**config.mk**
```make
export PLATFORM = sky130hd
export DESIGN_NAME = sdio_clk_ctrl
export DESIGN_NICKNAME = d
export VERILOG_FILES = /design/src/rtl/sdio_clk_ctrl.sv
export SDC_FILE = /design/constraint.sdc
export NUM_CORES = 1
export LEC_CHECK = 0
export CAP_MARGIN = 25
export CORE_MARGIN = 2
export CORE_UTILIZATION = 53
export CTS_BUF_LIST = sky130_fd_sc_hd__clkbuf_8
export CTS_CLUSTER_SIZE = 24
export DETAILED_ROUTE_END_ITERATION = 7
export PLACE_DENSITY = 0.9
export SYNTH_ARGS = -nofsm -noshare
export SYNTH_HDL_FRONTEND = slang
export SYNTH_SLANG_ARGS = --single-unit
```
**constraint.sdc**
```tcl
create_clock -name clk_i -period 2.4 [get_ports clk_i]
set_input_delay 0.48 -clock clk_i [delete_from_list [all_inputs] [get_ports clk_i]]
set_output_delay 0.48 -clock clk_i [all_outputs]
set_load 0.02 [all_outputs]
```
**src/rtl/sdio_clk_ctrl.sv**
```systemverilog
// SD card clock generator: divides clk_i, starts/pauses/stops the card clock
// only while it is low, and emits edge strobes and burst-complete pulses.
//
// state | meaning
// ------+------------------------------------------------------------
// OFF   | no card clock, waiting for free-run request or burst start
// RUN   | card clock toggling, gating enable asserted
// PAUSE | clock parked low by data-path back-pressure
// BDONE | burst finished, burst_done_o pulses for one cycle
module sdio_clk_ctrl #(
  parameter int DIV_W   = 8,
  parameter int BURST_W = 8
) (
  input  logic               clk_i,
  input  logic               rst_i,
  input  logic [DIV_W-1:0]   div_i,
  input  logic               clk_req_i,
  input  logic               stop_req_i,
  input  logic               burst_start_i,
  input  logic [BURST_W-1:0] burst_len_i,
  output logic               sd_clk_o,
  output logic               clk_en_o,
  output logic               pos_edge_o,
  output logic               neg_edge_o,
  output logic               clk_stopped_o,
  output logic               burst_done_o
);

  typedef enum logic [1:0] {S_OFF, S_RUN, S_PAUSE, S_BDONE} state_t;

  state_t             state_q, state_d;
  logic [DIV_W-1:0]   cnt_q;
  logic [DIV_W-1:0]   div_q;
  logic [BURST_W-1:0] bcnt_q;
  logic               burst_q;
  logic               sd_clk_q;
  logic               pos_q;
  logic               neg_q;

  logic tick, rise, fall, start_free, enter_run;

  assign tick       = (state_q == S_RUN) && (cnt_q == div_q);
  assign rise       = tick && !sd_clk_q;
  assign fall       = tick && sd_clk_q;
  assign start_free = clk_req_i && !stop_req_i;
  assign enter_run  = (state_q != S_RUN) && (state_d == S_RUN);

  always_ff @(posedge clk_i) begin
    if (rst_i) state_q <= S_OFF;
    else       state_q <= state_d;
  end

  // Every exit from RUN happens on a falling edge, so the clock never parks high.
  always_comb begin
    state_d = state_q;
    case (state_q)
      S_OFF: begin
        if (start_free)         state_d = S_RUN;
        else if (burst_start_i) state_d = (burst_len_i != '0) ? S_RUN : S_BDONE;
      end
      S_RUN: begin
        if (fall) begin
          if (burst_q && (bcnt_q == '0))   state_d = S_BDONE;
          else if (!burst_q && !clk_req_i) state_d = S_OFF;
          else if (stop_req_i)             state_d = S_PAUSE;
        end
      end
      S_PAUSE: begin
        if (!burst_q && !clk_req_i) state_d = S_OFF;
        else if (!stop_req_i)       state_d = S_RUN;
      end
      S_BDONE: state_d = S_OFF;
      default: state_d = S_OFF;
    endcase
  end

  always_comb begin
    clk_en_o      = 1'b0;
    clk_stopped_o = 1'b1;
    burst_done_o  = 1'b0;
    case (state_q)
      S_RUN: begin
        clk_en_o      = 1'b1;
        clk_stopped_o = 1'b0;
      end
      S_BDONE: burst_done_o = 1'b1;
      default: ;
    endcase
  end

  // A new divider only applies from a fresh low half-period onward.
  always_ff @(posedge clk_i) begin
    if (rst_i) begin
      cnt_q    <= '0;
      div_q    <= '0;
      bcnt_q   <= '0;
      burst_q  <= 1'b0;
      sd_clk_q <= 1'b0;
      pos_q    <= 1'b0;
      neg_q    <= 1'b0;
    end else begin
      pos_q <= rise;
      neg_q <= fall;
      if (tick) sd_clk_q <= !sd_clk_q;
      if ((state_q == S_RUN) && !tick) cnt_q <= cnt_q + 1'b1;
      else                             cnt_q <= '0;
      if (fall || enter_run) div_q <= div_i;
      if ((state_q == S_OFF) && (state_d != S_OFF)) begin
        burst_q <= !start_free;
        bcnt_q  <= start_free ? '0 : burst_len_i;
      end else if (rise && burst_q) begin
        bcnt_q <= bcnt_q - 1'b1;
      end
    end
  end

  assign sd_clk_o   = sd_clk_q;
  assign pos_edge_o = pos_q;
  assign neg_edge_o = neg_q;

endmodule

```
# Word level (Yosys, flattened, before mapping)
# Cells that the tools add are included.
dict set report op_classes {
  addsub 2
  eq_ne 6
  muxes 16
  n_bitwise 1
  reduce_logical 23
}
# op n
set ops {}
lappend ops {{8-bit 2-to-1 mux} 3}
lappend ops {{2-bit 2-to-1 mux} 9}
lappend ops {{1-bit logical AND} 10}
lappend ops {{8-bit by 1-bit adder with 8-bit output (second input constant)} 1}
lappend ops {{8-bit == test} 1}
lappend ops {{8-bit logical NOT} 1}
lappend ops {{2-bit one-hot mux with 4 select lines} 1}
lappend ops {{8-bit nonzero test} 1}
lappend ops {{8-bit by 1-bit subtractor with 8-bit output (second input constant)} 1}
lappend ops {{1-bit logical NOT} 6}
lappend ops {{2-bit by 1-bit == test with 1-bit output (second input constant)} 2}
lappend ops {{2-bit == test (second input constant)} 2}
lappend ops {{2-bit nonzero test} 2}
lappend ops {{1-bit 2-to-1 mux} 3}
lappend ops {{2-bit logical NOT} 1}
lappend ops {{2-bit by 1-bit != test with 1-bit output (second input constant)} 1}
lappend ops {{2-bit OR reduction} 1}
lappend ops {{1-bit logical OR} 1}
lappend ops {{1-bit NOT} 1}
dict set report word_totals {
  ff_bits 30
  inputBits 21
  out_inout_bits 6
  wordCells 56
}

# Longest topological paths before layout
# Gate-level depths: netlist (run 1).
dict set report logic_depth {
  word_depth 9
  mapped_depth 6
  ltp_nobuf 6
}

# Worst setup path before layout (run 1)
# Ideal clock, no wire load.
dict set report synth_path {
  path_type {flip-flop to flip-flop}
  start {reg state_q[1]}
  end {reg state_q[0]}
  arrival_ps 1713
  required_time_ps 2278
  path_slack_ps 565
  path_stages_with_launch 6
  n_path_buf 1
  period_less_slack_ps 1835
  path_cell_list {dfxtp_1 -> and2b_4 -> nand2_2 -> or4_4 -> buf_6 -> o311a_1}
}
dict set report synth_via {
  elab_chain_len 5
  word_cells_on_any_way 8
  cone_classes {3 x eq/ne; 2 x mux; 3 x reduce/logical}
}
# element line
set synth_rtl {}
lappend synth_rtl {{start: declaration} 31} ;# state_t state_q, state_d;
lappend synth_rtl {{start signal: assignment} 50} ;# else state_q <= state_d;
lappend synth_rtl {{2-bit by 1-bit == test with 1-bit output} {42, 56}}
lappend synth_rtl {{1-bit logical AND} 42} ;# assign tick = (state_q == S_RUN) && (cnt_q == div_q);
lappend synth_rtl {{1-bit logical AND} 44} ;# assign fall = tick && sd_clk_q;
lappend synth_rtl {{2-bit 2-to-1 mux} 62} ;# if (fall) begin
lappend synth_rtl {{2-bit one-hot mux with 4 select lines (*)} 56} ;# case (state_q)
# Mark *: on every way between the ends. The rest lies on a longest branch, timed or not.
# A chain may end at the register's enable or synchronous reset.

# Worst setup path in the final report (run 1)
dict set report layout_path {
  start {in clk_req_i}
  end {reg div_q[6]}
}
dict set report layout_via {
  elab_chain_len 9
  word_cells_on_any_way 12
  cone_classes {1 x eq/ne; 6 x mux; 5 x reduce/logical}
}
# element line
set layout_rtl {}
lappend layout_rtl {{start: declaration} 17} ;# input logic clk_req_i,
lappend layout_rtl {{1-bit logical NOT} {64, 69}}
lappend layout_rtl {{1-bit logical AND} {64, 69}}
lappend layout_rtl {{2-bit 2-to-1 mux} 64} ;# else if (!burst_q && !clk_req_i) state_d = S_OFF;
lappend layout_rtl {{2-bit 2-to-1 mux} 63} ;# if (burst_q && (bcnt_q == '0)) state_d = S_BDONE;
lappend layout_rtl {{2-bit 2-to-1 mux} 62}
lappend layout_rtl {{2-bit one-hot mux with 4 select lines (*)} 56}
lappend layout_rtl {{2-bit by 1-bit == test with 1-bit output (*)} 46} ;# assign enter_run = (state_q != S_RUN) && (state_d == S_RUN);
lappend layout_rtl {{1-bit logical AND (*)} 46}
lappend layout_rtl {{1-bit logical OR (*)} 107} ;# if (fall || enter_run) div_q <= div_i;
lappend layout_rtl {{end signal: assignment} 107}
lappend layout_rtl {{end: declaration} 33} ;# logic [DIV_W-1:0] div_q;
# Marked as above.

==> results of run 1 <==
## sequential cells by signal, summed over array words and instances, names as in the netlist
name and cells:
bcnt_q 8, div_q 8, neg_edge_o 1, state_q 2, pos_edge_o 1, cnt_q 8, burst_q 1, sd_clk_o 1
## cells in the mapped netlist (3+ instances only)
cell | count | share of area (%)
sky130_fd_sc_hd__inv_1 | 5 | 1.2
sky130_fd_sc_hd__a22o_1 | 3 | 1.7
sky130_fd_sc_hd__nand3_1 | 17 | 5.5
sky130_fd_sc_hd__dfxtp_1 | 30 | 39
sky130_fd_sc_hd__nor4_1 | 7 | 2.8
sky130_fd_sc_hd__nand2_1 | 6 | 1.5
sky130_fd_sc_hd__nor3_1 | 6 | 1.9
sky130_fd_sc_hd__xnor2_1 | 11 | 6.2
sky130_fd_sc_hd__xor2_1 | 5 | 2.8
sky130_fd_sc_hd__ha_1 | 3 | 2.4
sky130_fd_sc_hd__nor2_1 | 18 | 4.4
sky130_fd_sc_hd__o21ai_0 | 9 | 2.9
sky130_fd_sc_hd__a21oi_1 | 14 | 4.5
sky130_fd_sc_hd__clkbuf_1 | 4 | 0.97
sky130_fd_sc_hd__a32o_1 | 8 | 5.2
## metal layers
layer / vias to the layer above / global-route usage (%) / share of wire [%]
li1: 730 / - / -
met1: 700 / 30.58 / 43
met2: 64 / 40.26 / 48
met3: 9 / 6.920 / 6.2
met4: 0 / 14.29 / 2.2
met5: - / 0 / 0
## worst max path at each step
stage,startpoint,to,slack (ns),cells after the start
floorplan,state_q[1]$_SDFF_PP0_,state_q[0]$_SDFF_PP0_,0.57,5
global placement,clk_req_i,div_q[1]$_SDFFE_PP0P_,0.07,6
detailed placement,clk_req_i,div_q[6]$_SDFFE_PP0P_,-0.12,6
CTS,clk_req_i,div_q[6]$_SDFFE_PP0P_,0.20,6
global route,clk_req_i,div_q[6]$_SDFFE_PP0P_,0.02,6
finish,clk_req_i,div_q[6]$_SDFFE_PP0P_,0.19,6
## power by group
group / total [W] / internal, W / switching [W]
combinational: 0.000275 / 0.000132 / 0.000143
clock: 0.000440 / 0.000230 / 0.000209
sequential: 0.000564 / 0.000531 / 0.0000334
total: 0.00128 / 0.000893 / 0.000386
## cell type report
cell class,count,area (sq um),area share (%)
repair buffers,31,297.8,15.32
multi-input cells,138,893.4,45.95
clock buffers,6,82.58,4.247
clock inverters,2,12.51,0.6435
flip-flops and latches,30,600.6,30.89
well taps,31,38.79,1.995
inverters,5,18.77,0.9653
## critical path, stage by stage
cell and delay (ns):
sky130_fd_sc_hd__clkdlybuf4s50_1 0.54, sky130_fd_sc_hd__a21oi_1 0.06, sky130_fd_sc_hd__o32ai_1 0.32, sky130_fd_sc_hd__nor4b_2 0.64, sky130_fd_sc_hd__o21ai_0 0.23, sky130_fd_sc_hd__a21oi_1 0.17
## stage by stage
step                total power (W)  hold slack (ns)  worst slack [ns]  util [%]
finish                     0.001279           0.4857            0.1877     70.51
global route               0.001331           0.5034           0.01775     70.51
CTS                        0.001278           0.4836            0.1976     70.51
detailed placement        0.0008431           0.4758           -0.1161     67.06
global placement          0.0008293           0.4638           0.07075     67.06
floorplan                 0.0007442           0.4499            0.5653         -
## kinds of logic (layout without fill, tap and decap cells)
family	after synthesis	after routing	share of synthesized area (%)
DFF	30	30	38.90
buffers and inverters	11	44	3.241
AOI/OAI and AO/OA	45	45	20.02
and+or+nand+nor	74	74	26.34
adders and majority gates	3	3	2.431
xor gates and xnor gates	16	16	9.076
==> out/results.md, run 1 <==
• **status** finished, final reports clean
• **core outline area** 2758 sq um
• **power per standard cell area** 657.6 nW/um^2
• **number of flip-flops and latches in the synthesized netlist** 30
• **vias per inst** 6.185
• **area of the die** 3361 sq um
• **Total Neg Setup Slack** 0 ns
• **terminating pin of the worst hold path** div_q[4]$_SDFFE_PP0P_
• **P_leak** 0.6969 nW
• **remaining antenna violation count** 0
• **share of cells above drive strength 1** 8.491%
• **placed instance count** 235
• **clock tree from TritonCTS** yes
• **Setup Crit Path Kind** in2reg
• **worst hold path class** reg2reg
• **share of the clock period used by the worst path** 92.18%
• **post-route cell area** 1944 sq um
• **worst-margin pin slew** 0.6832 ns
• **upper clock frequency limit** 452.0 MHz
• **required time at the endpoint of the critical path** 2.63 ns
• **most frequent cells in the layout** sky130_fd_sc_hd__dfxtp_1, sky130_fd_sc_hd__clkdlybuf4s50_1, sky130_fd_sc_hd__nor2_1
• **number of optimization iterations in the first detailed-route pass** 4
• **overflow left after global routing** 0
• **post-CTS sizing** 0
• **# diodes** 0
• **Setup violations, final** 0
• **count of flip-flops with a built-in enable after synthesis** 0
• **endpoint of the worst-slack reg-to-reg timing path** div_q[6]$_SDFFE_PP0P_
• **register-to-register path setup slack** 0.46 ns
• **count of maximum capacitance violations** 0
• **headroom to the max-slew limit** 54.33%
• **nets in the synthesized netlist** 203
• **clock buffers created by TritonCTS** 5
• **Setup crit start kind** input port
• **total clock sinks** 30
• **CP endpoint kind** register
• **setup repair after global routing missed its margin** false
• **starting utilization of the core area** 55.99%
• **maximum count of clock buffers along a single path** 2
• **worst-path maximum fanout** 8
• **Hold Fails Final Rpt** 0
• **detailed router's first-iteration violation count** 91
• **vias in the first global route** 1437
• **count of standard-cell rows** 19
• **aggregate global-route resource usage** 25.22%
• **cell count of the worst reg-to-reg path** 5
• **Post-Synthesis Cells** 179
• **clock-pin slew of the registers on the worst-case setup and hold paths** 0.07 ns
• **most common cell after layout, fill and taps aside** sky130_fd_sc_hd__dfxtp_1
• **netlist area before placement** 1544 sq um
• **ys flop type** sky130_fd_sc_hd__dfxtp_1
• **launch instance of the worst register-to-register path** state_q[1]$_SDFF_PP0_
• **depth of the worst hold-timing path** 2
• **arrival time of the worst setup path** 2.44 ns
• **DRC violations left** 0
• **number of top-level design ports** 27
• **layout-stage area growth over the synthesis result** 25.93%
• **count of final max-slew check failures** 0
• **largest net degree at the start of global routing** 12
• **number of antenna violations at the first check in global routing** 0
• **routed length per instance** 16.17 um
• **vias after detailed routing** 1503
• **number of library cell types mapped by synthesis** 43
• **die height** 57.98 um
• **number of warnings reported in the yosys synthesis log** 0
• **number of filler instances in the final layout** 210
• **Die X** 57.98 um
• **gpl congestion** 0.8660
• **Max H-tree Level** 2
• **count of input and output buffers** 26
• **source-to-sink clock delay at the later pin of the worst-skew pair** 0.29 ns
• **wire length reported by the detailed router** 3.930 mm
• **first-pass GRT wire length** 6.341 mm
• **Post-CTS Hold Buffers** 0
• **placed wire-length estimate** 2.799 mm
• **Cell Count, Final, Fillers Out** 243
• **post-synthesis async set-or-reset flop share** 0%
• **Synth Area per Inst** 8.626 sq um
• **library cell used as clock root buffer** sky130_fd_sc_hd__clkbuf_8
• **post-layout minimum cycle time** 2.212 ns
• **placed standard-cell area** 1849 sq um
• **Setup Skew** 0.006666 ns
• **sequential element share of the synthesized area** 38.90%
• **VDD IR max** 608.3 uV
• **number of buffers added for setup after CTS** 0
• **Final #Nets** 235
• **hold path startpoint** div_q[4]$_SDFFE_PP0P_
Power figures use the tool's default switching activity.
==> inputs of run 2 (changes only) <==
- MAX_ROUTING_LAYER: unset -> met4
==> run 2 against run 1 <==
- clock power is 14% lower
- worst setup slack better by 0.029 ns
- combinational power hardly changed
==> out/results.md, run 2 (same netlist as run 1, synthesis figures left out) <==
• **source-to-sink clock delay at the later pin of the worst-skew pair** 0.28 ns, about the same
• **Setup Crit Path Kind** in2reg
• **share of cells above drive strength 1** 8.057%, -0.43 points
• **placed wire-length estimate** 2.792 mm, -0.24%
• **fraction of power consumed by the clock network** 31.0%, -3.4 points
• **upper clock frequency limit** 458.1 MHz, +1.3%
• **routing usage on met2** 39.12%, -1.1 points
• **library cell used as clock root buffer** sky130_fd_sc_hd__clkbuf_8
• **vias after detailed routing** 1498, -0.33%
• **share of the clock period used by the worst path** 90.96%, -1.2 points
• **Post-CTS Hold Buffers** 0, unchanged
• **headroom to the max-slew limit** 56.73%, +2.4 points
• **maximum count of clock buffers along a single path** 2, unchanged
• **total power** 0.001221 W, -4.5%
• **count of maximum capacitance violations** 0, unchanged
• **wire length reported by the detailed router** 3.849 mm, -2.1%
• **routed length per instance** 15.90 um, -1.7%
• **setup slack of the critical path after layout** 0.2170 ns, +0.02934 ns
• **setup repair after global routing missed its margin** false
• **Max H-tree Level** 2, unchanged
• **post-route core utilization** 70.24%, -0.27 points
• **count of final max-slew check failures** 0, unchanged
• **P_leak** 0.7015 nW, +0.67%
• **proportion of total power due to net switching** 29.64%, -0.53 points
• **arrival time of the worst setup path** 2.34 ns, -0.10 ns
• **required time at the endpoint of the critical path** 2.56 ns, -0.07 ns
• **vias per inst** 6.190, about the same
• **most common cell after layout, fill and taps aside** sky130_fd_sc_hd__dfxtp_1
• **core outline area** 2758 sq um, unchanged
• **Net Switching** 0.0003618 W, -6.2%
• **status** finished, final reports clean
• **number of optimization iterations in the first detailed-route pass** 4, unchanged
• **layout-stage area growth over the synthesis result** 25.45%
• **cell internal pwr** 0.0008590 W, -3.8%
• **count of input and output buffers** 26, unchanged
• **Top Registers** bcnt_q: 8 flops, cnt_q: 8 flops, div_q: 8 flops
• **die height** 57.98 um, unchanged
• **aggregate global-route resource usage** 25.36%, +0.14 points
• **# diodes** 0, unchanged
• **number of top-level design ports** 27, unchanged
• **clock tree from TritonCTS** yes
• **Setup Skew** 0.005664 ns, -0.001001 ns
• **starting utilization of the core area** 55.99%, unchanged
• **power per standard cell area** 630.3 nW/um^2, -4.2%
• **worst hold path class** reg2reg
• **worst-path maximum fanout** 8, unchanged
• **worst setup slack after placement** -0.09615 ns, +0.01996 ns
• **met3 layer usage reported by global route** 7.143%, +0.22 points
• **count of standard-cell rows** 19, unchanged
• **largest net degree at the start of global routing** 12, unchanged
• **clock buffers created by TritonCTS** 5, unchanged
• **combinational cell fraction of total power** 22.8%, +1.3 points
• **overflow left after global routing** 0, unchanged
• **vias in the first global route** 1395, -2.9%
• **Total Neg Setup Slack** 0 ns, unchanged
• **remaining antenna violation count** 0, unchanged
• **Setup violations, final** 0, unchanged
• **part of the power in registers** 46.2%, +2.1 points
• **Setup crit start kind** input port
• **number of antenna violations at the first check in global routing** 0, unchanged
• **Final #Nets** 235, unchanged
• **CP endpoint kind** register
• **clock-pin slew of the registers on the worst-case setup and hold paths** 0.06 ns, about the same
• **Hold Fails Final Rpt** 0, unchanged
• **area of the die** 3361 sq um, unchanged
• **Die X** 57.98 um, unchanged
• **worst-margin pin slew** 0.6422 ns, -0.04101 ns
• **post-layout minimum cycle time** 2.183 ns, -0.02934 ns
• **detailed router's first-iteration violation count** 104, +14%
• **met1 track utilization from global routing** 31.00%, +0.42 points
• **first-pass GRT wire length** 6.216 mm, -2.0%
• **VDD IR max** 691.1 uV, +14%
• **total clock sinks** 30, unchanged
• **gr busiest metal** met2
• **most frequent cells in the layout** sky130_fd_sc_hd__dfxtp_1, sky130_fd_sc_hd__clkdlybuf4s50_1, sky130_fd_sc_hd__nor2_1
• **DRC violations left** 0, unchanged
• **gpl congestion** 0.8772, +1.3%
run 2: changes by cell type in the layout (fill, tap and decap cells not counted):
cell and delta:
sky130_fd_sc_hd__clkinv_2 +1, sky130_fd_sc_hd__clkbuf_8 -1, sky130_fd_sc_hd__nor4b_2 -1, sky130_fd_sc_hd__nor4b_4 +1, sky130_fd_sc_hd__clkinvlp_4 -1
run 2: final timing paths:
check | depth (start not counted) | startpoint | end | slack [ns]
max reg2reg | 5 | state_q[1]$_SDFF_PP0_ | div_q[5]$_SDFFE_PP0P_ | 0.48
min reg2reg | 2 | div_q[3]$_SDFFE_PP0P_ | div_q[3]$_SDFFE_PP0P_ | 0.48
min | 2 | div_q[3]$_SDFFE_PP0P_ | div_q[3]$_SDFFE_PP0P_ | 0.48
max | 6 | clk_req_i | div_q[5]$_SDFFE_PP0P_ | 0.22
run 2: layer usage:
layer / part of all wire (%) / up-vias
li1: - / 725
met1: 43 / 699
met2: 48 / 62
met3: 7.0 / 12
met4: 1.8 / 0
met5: 0 / -
run 2: what timing repair did:
item                                    CTS  global route
resized for setup                         0             1
endpoints found under the setup margin    0             3
buffers inserted                          0             0
run 2: power by group through the flow:
| stage | clock network [W] | logic [W] | registers (W) |
|---|---|---|---|
| floorplan | 0 | 0.000175 | 0.000569 |
| global placement | 0 | 0.000259 | 0.000571 |
| detailed placement | 0 | 0.000269 | 0.000574 |
| CTS | 0.000387 | 0.000271 | 0.000563 |
| global route | 0.000404 | 0.000303 | 0.000567 |
| finish | 0.000379 | 0.000278 | 0.000564 |
run 2: final cells by class:
type,instances,area [sq um]
clock buffer,5,68.82
clock inverter,2,10.01
fill,223,820.8
inverter,5,18.77
multi-input combinational,138,902.1
sequential,30,600.6
tap,31,38.79
timing repair buffer,31,297.8
run 2: per-stage QoR:
step	instance area (sq um)	hold WS, ns	cells
after floorplan	1544	0.4499	179
after global placement	1849	0.4623	235
after detailed placement	1849	0.4713	235
after CTS	1928	0.4801	242
after global routing	1937	0.4995	242
final	1937	0.4805	242
run 2: critical path: stages:
cell                              delay, ns
sky130_fd_sc_hd__clkdlybuf4s50_1       0.55
sky130_fd_sc_hd__a21oi_1               0.06
sky130_fd_sc_hd__o32ai_1               0.38
sky130_fd_sc_hd__or4b_1                0.65
sky130_fd_sc_hd__nand3_1               0.15
sky130_fd_sc_hd__a21oi_1               0.07
==> inputs of run 3 (changes only) <==
- ABC_CLOCK_PERIOD_IN_PS: unset -> 2400
- GPL_TIMING_DRIVEN: unset -> 0
==> run 3 against run 2 <==
- wire length grew 7.5%
- final cell count grew 1.2%
- power grew 8.2%
- sequential share of layout area shrank 0.47 points
- largest cell class unchanged
- cell area grew 1.6%
- worst setup slack lost 0.18 ns
==> out/results.md, run 3 (same netlist as run 1, synthesis figures left out) <==
• **number of antenna violations at the first check in global routing** 0, unchanged
• **count of standard-cell rows** 19, unchanged
• **CP endpoint kind** register
• **number of optimization iterations in the first detailed-route pass** 4, unchanged
• **most frequent cells in the layout** sky130_fd_sc_hd__dfxtp_1, sky130_fd_sc_hd__clkdlybuf4s50_1, sky130_fd_sc_hd__nor2_1
• **# diodes** 0, unchanged
• **die height** 57.98 um, unchanged
• **startpoint of the most critical setup path** stop_req_i
• **clock buffers created by TritonCTS** 5, unchanged
• **vias after detailed routing** 1507, +0.60%
• **DRC violations left** 0, unchanged
• **post-layout minimum cycle time** 2.365 ns, +0.1823 ns
• **number of top-level design ports** 27, unchanged
• **Setup violations, final** 0, unchanged
• **vias per inst** 6.151, -0.63%
• **count of input and output buffers** 26, unchanged
• **upper clock frequency limit** 422.8 MHz, -7.7%
• **first-pass GRT wire length** 6.603 mm, +6.2%
• **P_leak** 0.7111 nW, +1.4%
• **required time at the endpoint of the critical path** 2.55 ns, about the same
• **worst setup slack after placement** -0.2731 ns, -0.1769 ns
• **share of cells above drive strength 1** 7.477%, -0.58 points
• **worst-margin pin slew** 0.6837 ns, +0.04143 ns
• **timing endpoint of the critical path** div_q[0]$_SDFFE_PP0P_
• **placed standard-cell area** 1843 sq um, -0.34%
• **maximum count of clock buffers along a single path** 2, unchanged
• **launch instance of the worst register-to-register path** state_q[1]$_SDFF_PP0_
• **Total Neg Setup Slack** 0 ns, unchanged
• **Hold Fails Final Rpt** 0, unchanged
• **starting utilization of the core area** 55.99%, unchanged
• **register area** 600.6 sq um, unchanged
• **hold slack final** 0.4881 ns, +0.007576 ns
• **remaining antenna violation count** 0, unchanged
• **status** finished, final reports clean
• **area of the die** 3361 sq um, unchanged
• **detailed router's first-iteration violation count** 83, -20%
• **Slowest Stage Delay on Critical Path** 0.56 ns, -0.09 ns
• **vias in the first global route** 1513, +8.5%
• **setup slack of the critical path after layout** 0.03476 ns, -0.1823 ns
• **Setup Skew** 0.001650 ns, -0.004015 ns
• **ordered list of cells on the worst path** clkdlybuf4s50_1 -> o32ai_1 -> or4b_1 -> clkbuf_1 -> nand3_1 -> a21oi_1
• **Post-CTS Hold Buffers** 0, unchanged
• **total clock sinks** 30, unchanged
• **number of filler instances in the final layout** 214, -4.0%
• **Setup Crit Path Kind** in2reg
• **worst hold path class** reg2reg
• **most common cell after layout, fill and taps aside** sky130_fd_sc_hd__dfxtp_1
• **post-route cell area** 1967 sq um, +1.6%
• **area occupied by multi-input gates** 902.1 sq um, unchanged
• **count of maximum capacitance violations** 0, unchanged
• **share of the clock period used by the worst path** 98.55%, +7.6 points
• **Final #Nets** 237, +0.85%
• **count of final max-slew check failures** 0, unchanged
• **overflow left after global routing** 0, unchanged
• **routed length per instance** 16.89 um, +6.2%
• **headroom to the max-slew limit** 54.00%, -2.7 points
• **largest net degree at the start of global routing** 11, -1
• **gpl congestion** 0.8216, -6.3%
• **register-to-register path setup slack** 0.31 ns, -0.17 ns
• **clock-pin slew of the registers on the worst-case setup and hold paths** 0.06 ns, about the same
• **aggregate global-route resource usage** 27.07%, +1.7 points
• **Top Registers** bcnt_q: 8 flops, cnt_q: 8 flops, div_q: 8 flops
• **clock tree from TritonCTS** yes
• **Setup crit start kind** input port
• **layout-stage area growth over the synthesis result** 27.39%
• **wire length reported by the detailed router** 4.137 mm, +7.5%
• **placed wire-length estimate** 2.947 mm, +5.6%
• **worst-path maximum fanout** 8, unchanged
• **Die X** 57.98 um, unchanged
• **power per standard cell area** 671.8 nW/um^2, +6.6%
• **library cell used as clock root buffer** sky130_fd_sc_hd__clkbuf_8
• **endpoint of the worst-slack reg-to-reg timing path** div_q[0]$_SDFFE_PP0P_
• **source-to-sink clock delay at the later pin of the worst-skew pair** 0.28 ns, about the same
• **master of the slowest instance on the critical path** sky130_fd_sc_hd__o32ai_1
• **VDD IR max** 714.3 uV, +3.4%
• **cell count of the worst reg-to-reg path** 6, +1
• **Max H-tree Level** 2, unchanged
• **arrival time of the worst setup path** 2.52 ns, +0.18 ns
• **core outline area** 2758 sq um, unchanged
run 3: changes by cell type in the layout (fill, tap and decap cells not counted):
cell	delta
sky130_fd_sc_hd__clkbuf_2	+1
sky130_fd_sc_hd__clkbuf_1	+4
sky130_fd_sc_hd__buf_6	+1
sky130_fd_sc_hd__clkinv_2	-2
sky130_fd_sc_hd__buf_2	+1
sky130_fd_sc_hd__clkbuf_8	+3
sky130_fd_sc_hd__buf_4	-5
run 3: area by class of cell:
class	instances	area share, %
multi-input combinational	138	45.87
timing repair buffer	27	13.49
clock buffer	8	5.598
buffer	6	1.590
sequential	30	30.53
tap	31	1.972
inverter	5	0.9542
run 3: worst min-delay path by stage:
stage          depth (start not counted)                   from                    end  slack [ns]
2_1_floorplan                          2  div_q[2]$_SDFFE_PP0P_  div_q[2]$_SDFFE_PP0P_        0.45
3_3_place_gp                           2  div_q[3]$_SDFFE_PP0P_  div_q[3]$_SDFFE_PP0P_        0.46
3_5_place_dp                           2  div_q[6]$_SDFFE_PP0P_  div_q[6]$_SDFFE_PP0P_        0.47
4_1_cts                                2  div_q[6]$_SDFFE_PP0P_  div_q[6]$_SDFFE_PP0P_        0.48
5_1_grt                                2  div_q[3]$_SDFFE_PP0P_  div_q[3]$_SDFFE_PP0P_        0.52
6_report                               2  div_q[6]$_SDFFE_PP0P_  div_q[6]$_SDFFE_PP0P_        0.49
run 3: metal layers:
layer	track usage, %	wire length [um]
met1	32.49	1797
met3	8.705	228
met4	8.970	34
met2	43.02	2077
met5	-	0
run 3: what timing repair did:
action / in CTS / in global routing
buffers inserted: 0 / 0
gates resized for setup: 0 / 1
setup endpoints to repair: 0 / 8
run 3: power breakdown:
| part | internal, W | switching [W] |
|---|---|---|
| logic | 0.000132 | 0.000148 |
| clock network | 0.000289 | 0.000188 |
| registers | 0.000531 | 0.0000330 |
| total | 0.000953 | 0.000369 |
run 3: worst max-delay path, delay by kind of cell:
family	cells	cell delay [ns]
buf+inv	2	0.76
simple gates	2	0.64
compound gates	2	0.63
run 3: per-stage QoR:
step | total power, W | utilization, % | std cells
floorplan | 0.0007442 | - | 179
global placement | 0.0008316 | 66.83 | 236
detailed placement | 0.0008447 | 66.83 | 236
CTS | 0.001319 | 70.83 | 244
global route | 0.001377 | 71.32 | 245
finish | 0.001321 | 71.32 | 245
